==> config.mk <==
export PLATFORM = sky130hd
export DESIGN_NAME = nec_bus_initiator
export DESIGN_NICKNAME = d
export VERILOG_FILES = /design/src/rtl/nec_bus_initiator.sv
export SDC_FILE = /design/constraint.sdc
export NUM_CORES = 1
export LEC_CHECK = 0
export ABC_CLOCK_PERIOD_IN_PS = 3600
export CORE_UTILIZATION = 45
export DETAILED_ROUTE_END_ITERATION = 8
export HOLD_SLACK_MARGIN = 0.12
export PLACE_DENSITY = 0.87
export SLEW_MARGIN = 20
export SYNTH_ARGS = -nofsm -noshare
export SYNTH_HDL_FRONTEND = slang
export SYNTH_SLANG_ARGS = --single-unit
==> constraint.sdc <==
create_clock -name clk -period 3.6 [get_ports clk]
set_clock_uncertainty 0.2 [all_clocks]
set_input_delay 1.08 -clock clk [delete_from_list [all_inputs] [get_ports clk]]
set_output_delay 1.08 -clock clk [all_outputs]
set_load 0.02 [all_outputs]
==> src/rtl/nec_bus_initiator.sv <==
// V30-style multiplexed bus master: runs one T1-T2-T3-(TW)*-T4 cycle per request,
// honouring READY wait states with a bounded timeout.
module nec_bus_initiator #(
  parameter int CLK_DIV  = 4,
  parameter int MAX_WAIT = 255
) (
  input  logic        clk,
  input  logic        reset,
  input  logic        req,
  input  logic        req_write,
  input  logic        req_io,
  input  logic [18:0] req_addr,
  input  logic [1:0]  req_be,
  input  logic [15:0] req_wdata,
  output logic        busy,
  output logic        ack,
  output logic        err,
  output logic [15:0] rdata,
  output logic [19:0] ad_out,
  output logic        ad_oe,
  input  logic [19:0] ad_in,
  output logic        astb,
  output logic        rdn,
  output logic        wrn,
  output logic        ion,
  output logic        ubern,
  output logic        bufrn,
  output logic        bufenn,
  input  logic        ready
);

  typedef enum logic [2:0] {S_IDLE, S_BAD, S_T1, S_T2, S_T3, S_TW, S_T4} state_t;

  state_t      state, state_nx;
  logic [3:0]  div;
  logic [15:0] wcnt;
  logic        tick;
  logic        wr_q, io_q, tmo_q;
  logic [18:0] addr_q;
  logic [1:0]  be_q;
  logic [15:0] wdata_q, data_q;
  logic        unused_ad_hi;

  assign unused_ad_hi = ^ad_in[19:16];
  assign tick = (div == 4'(CLK_DIV - 1));

  always_comb begin
    state_nx = state;
    case (state)
      S_IDLE: if (req) state_nx = (req_be == 2'b00) ? S_BAD : S_T1;
      S_BAD:  state_nx = S_IDLE;
      S_T1:   if (tick) state_nx = S_T2;
      S_T2:   if (tick) state_nx = S_T3;
      S_T3:   if (tick) state_nx = ready ? S_T4 : S_TW;
      S_TW:   if (tick && (ready || wcnt == 16'(MAX_WAIT - 1))) state_nx = S_T4;
      S_T4:   if (tick) state_nx = S_IDLE;
      default: state_nx = S_IDLE;
    endcase
  end

  // Bus strobes decode straight from state so an async reset drops them at once.
  always_comb begin
    astb   = 1'b0;
    ad_oe  = 1'b0;
    ad_out = 20'h0;
    rdn    = 1'b1;
    wrn    = 1'b1;
    ion    = 1'b1;
    ubern  = 1'b1;
    bufrn  = 1'b1;
    bufenn = 1'b1;
    if (state inside {S_T1, S_T2, S_T3, S_TW, S_T4}) begin
      ion   = ~io_q;
      ubern = ~be_q[1];
      bufrn = wr_q;
    end
    case (state)
      S_T1: begin
        astb   = 1'b1;
        ad_oe  = 1'b1;
        ad_out = {addr_q, (be_q == 2'b10)};
      end
      S_T2, S_T3, S_TW: begin
        bufenn = 1'b0;
        if (wr_q) begin
          ad_oe  = 1'b1;
          ad_out = {4'h0, wdata_q};
          wrn    = 1'b0;
        end else begin
          rdn = 1'b0;
        end
      end
      default: ;
    endcase
  end

  always_ff @(posedge clk or posedge reset) begin
    if (reset) begin
      state   <= S_IDLE;
      div     <= '0;
      wcnt    <= '0;
      busy    <= 1'b0;
      ack     <= 1'b0;
      err     <= 1'b0;
      rdata   <= '0;
      wr_q    <= 1'b0;
      io_q    <= 1'b0;
      tmo_q   <= 1'b0;
      addr_q  <= '0;
      be_q    <= '0;
      wdata_q <= '0;
      data_q  <= '0;
    end else begin
      state <= state_nx;
      ack   <= 1'b0;
      err   <= 1'b0;
      if (state == S_IDLE) div <= '0;
      else                 div <= tick ? 4'd0 : div + 4'd1;
      case (state)
        S_IDLE: if (req) begin
          busy    <= 1'b1;
          wr_q    <= req_write;
          io_q    <= req_io;
          addr_q  <= req_addr;
          be_q    <= req_be;
          wdata_q <= req_wdata;
          tmo_q   <= 1'b0;
        end
        S_BAD: begin
          ack  <= 1'b1;
          err  <= 1'b1;
          busy <= 1'b0;
        end
        S_T3: if (tick) begin
          if (ready) begin
            if (!wr_q) data_q <= ad_in[15:0];
          end else begin
            wcnt <= '0;
          end
        end
        S_TW: if (tick) begin
          if (ready) begin
            if (!wr_q) data_q <= ad_in[15:0];
          end else if (wcnt == 16'(MAX_WAIT - 1)) begin
            tmo_q <= 1'b1;
          end else begin
            wcnt <= wcnt + 16'd1;
          end
        end
        S_T4: if (tick) begin
          ack  <= 1'b1;
          err  <= tmo_q;
          busy <= 1'b0;
          if (!wr_q) rdata <= tmo_q ? 16'hFFFF : data_q;
        end
        default: ;
      endcase
    end
  end

endmodule

==> results <==
## power by group through the flow
| stage | clock network (uW) | logic (uW) | registers, uW |
|---|---|---|---|
| 6_report | 694 | 2020 | 1680 |
| 3_3_place_gp | 0 | 2070 | 1670 |
| 2_1_floorplan | 0 | 1170 | 1750 |
| 5_1_grt | 761 | 2180 | 1730 |
| 3_5_place_dp | 0 | 2120 | 1710 |
| 4_1_cts | 713 | 2040 | 1680 |
## through the flow
| stage | hold WS, ns | std cells | setup slack [ns] | power (uW) |
|---|---|---|---|---|
| 3_5_place_dp | 0.271 | 629 | 0.211 | 3820 |
| 4_1_cts | 0.285 | 645 | 0.0464 | 4440 |
| 2_1_floorplan | 0.244 | 402 | 0.577 | 2920 |
| 3_3_place_gp | 0.254 | 629 | 0.231 | 3750 |
| 6_report | 0.282 | 645 | 0.129 | 4400 |
| 5_1_grt | 0.302 | 645 | 0.0359 | 4670 |
## timing repair
action	CTS	global route
endpoints found under the setup margin	17	4
gates resized for setup	19	4
pin swaps	0	0
## kinds of logic after synthesis
kind of cell | count (synthesis)
buffers and inverters | 33
AOI/OAI and AO/OA | 65
and+or+nand+nor | 134
xor gates and xnor gates | 9
DFF | 98
adders and majority gates | 4
muxes | 59
## layer usage
metal / wire length [um] / global-route usage [%] / vias to the layer above / share of wire [%]
li1: - / - / 1620 / -
met1: 3980 / 24.4 / 1669 / 40
met2: 4920 / 33.2 / 121 / 50
met3: 828 / 7.38 / 16 / 8.4
met4: 160 / 7.25 / 0 / 1.6
met5: 0 / 0 / - / 0
## final timing paths
path | from | end | slack [ns] | cells past startpoint
setup / recovery | state[2] | wrn | 0.13 | 6
setup reg to reg | div[0] | wcnt[10] | 1.13 | 5
hold / removal | div[0] | div[0] | 0.28 | 1
max in group asynchronous | reset | state[1] | 1.53 | 3
hold reg to reg | div[0] | div[0] | 0.28 | 1
min in group asynchronous | reset | wdata_q[13] | 0.88 | 2
## sequential cells by signal (all words and copies together), names as in the netlist
register	cells
busy	1
div	4
err	1
data_q	16
be_q	2
wcnt	16
wr_q	1
addr_q	19
rdata	16
tmo_q	1
ack	1
state	3
wdata_q	16
io_q	1
## placed cells by master (no fill, tap or decap), types with 7 or more instances in the layout
master / count
a21oi_1: 29
nor2_1: 53
dfrtp_1: 97
buf_4: 9
a22o_1: 15
nand3_1: 8
o21ai_0: 10
clkbuf_8: 10
inv_1: 7
dlygate4sd2_1: 17
clkdlybuf4s50_1: 85
mux2_2: 56
nand2_1: 17
## final cells by class
type | count | area share, %
sequential | 98 | 41.5
multi-input combinational | 271 | 31.9
timing repair buffer | 118 | 19.9
tap | 133 | 2.81
clock buffer | 10 | 2.33
clock inverter | 6 | 0.951
inverter | 9 | 0.634
==> impl_metrics.py <==
metrics = {
    "cells_and_area": {
        "multi_input_area_mm2": 0.00189,
        "final-seq-area_mm2": 0.00245,
        "utilization_pct": 61.1,
        "postLayoutCellArea_mm2": 0.00592,
        "layout-drive-gt1-share_pct": 18.6,
        "antenna_cells": 0,
        "fill_cells": 783,
        "syn2layout_area_growth_pct": 32.4,
        "nNetsFinal": 574,
    },
    "worst_setup_path": {
        "cp.required_ns": 2.32,
        "cp_cell_sequence": "nand2b_1 -> o21ai_1 -> and2_1 -> buf_12 -> inv_1 -> clkdlybuf4s50_1",
        "cp_max_fo": 18,
        "arrival_ns": 2.19,
        "path_buf_inv": 3,
        "end_kind": "primary output",
        "slowest_stage": "clkdlybuf4s50_1",
        "cp-start-kind": "flip-flop",
        "path_class": "flip-flop to primary output",
        "path_delay_family": "buffers and inverters",
        "max_stage_delay_ns": 0.53,
    },
    "placed_design": {
        "place_area_mm2": 0.00573,
        "portBuffers": 105,
        "routabilityCongestion": 0.817,
        "dp_hpwl_mm": 7.06,
    },
    "power": {
        "combinationalPowerShare_pct": 46.0,
        "internal_power_uw": 2760,
        "clockPowerShare_pct": 15.8,
        "swShare_pct": 37.4,
        "netSwitchingPower_uw": 1640,
        "pwr-share-seq_pct": 38.2,
        "irDropWorstVdd_uv": 426,
        "leakagePower_uw": 0.00258,
        "powerDensity_mw_per_mm2": 743,
    },
    "floorplanning": {
        "design.die.area_mm2": 0.0103,
        "die_w_um": 102,
        "core.rowCount": 36,
        "core_mm2": 0.00968,
        "start_util_pct": 46.2,
        "fp.dieH_um": 102,
        "io_pins": 110,
    },
    "timing": {
        "worstMarginPinSlew_ns": 0.606,
        "hold_viol_final": 0,
        "fmax_mhz": 288,
        "finalSetupViolCount": 0,
        "grt_setup_unrepaired": "false",
        "relSlewSlack_pct": 59.6,
        "tns_ns": 0,
        "slew_viol_final": 0,
        "final.period_utilization_pct": 96.4,
        "timing.final.crit_period_ns": 3.47,
    },
    "synth": {
        "ys_types": 46,
        "synth_top_area_share_pct": 54.9,
        "synth_compound_area_share_pct": 9.18,
        "synth_edf_count": 0,
        "yosysMostFrequentCell": "dfrtp_1",
        "synth_nets": 469,
        "synthXorXnorAreaFrac_pct": 1.76,
        "synth-adder-area-share_pct": 1.12,
        "ys_top_cells_by_count": "dfrtp_1 (98), mux2_2 (56), nor2_1 (54)",
        "synth_area_mm2": 0.00447,
        "syn_inst": 402,
        "synth_flop_cell": "dfrtp_1",
        "yosys_register_bits": 98,
        "yosysTopAreaCell": "dfrtp_1",
        "ys_seq_area_share_pct": 54.9,
        "synth.area.top_cells": "dfrtp_1 (55%), mux2_2 (14%), nor2_1 (4.5%), a21oi_1 (3.2%), a22o_1 (2.9%)",
        "syn_avg_cell_area_um2": 11.1,
        "synth_warnings": 0,
        "async_flop_share_pct": 100,
        "synth_top_family_by_area": "simple AND/OR/NAND/NOR gates",
        "synth_mux_area_share_pct": 14.8,
        "synth-simple-area-share_pct": 15.3,
    },
    "global_route": {
        "grt_max_degree": 48,
        "grt_pass1_vias": 3392,
        "grt_pass1_wl_mm": 16.1,
        "track_usage_pct": 20.2,
        "grt_overflow": 0,
        "antenna_found_initial": 0,
    },
    "drt": {
        "num_vias": 3426,
        "drt_wl_total_mm": 9.88,
        "drtIter0Drc": 188,
        "viasPerCell": 5.31,
        "drc_errors": 0,
        "drt.antenna.violating_nets": 0,
        "routedWlPerCell_um": 15.3,
        "drt-pass1-iter-count": 5,
    },
    "cts": {
        "clk_path_buf_depth": 2,
        "ctsHoldBuffers": 0,
        "clk_pin_slew_ns": 0.10,
        "cts_buffers": 9,
        "cts-root-buf": "clkbuf_8",
        "cts_setup_buffers": 0,
        "clkSinkCount": 98,
        "cts_tree": "built",
        "htree_levels": 3,
        "clock_latency_ns": 0.36,
    },
    "status": {
        "status": "finished, final reports clean",
    },
    "run": {
        "maxCapViolCount": 0,
    },
    "worst_hold_path": {
        "hold_class": "flip-flop to flip-flop",
    },
}
No activity file was read; power rests on OpenSTA's default activity.
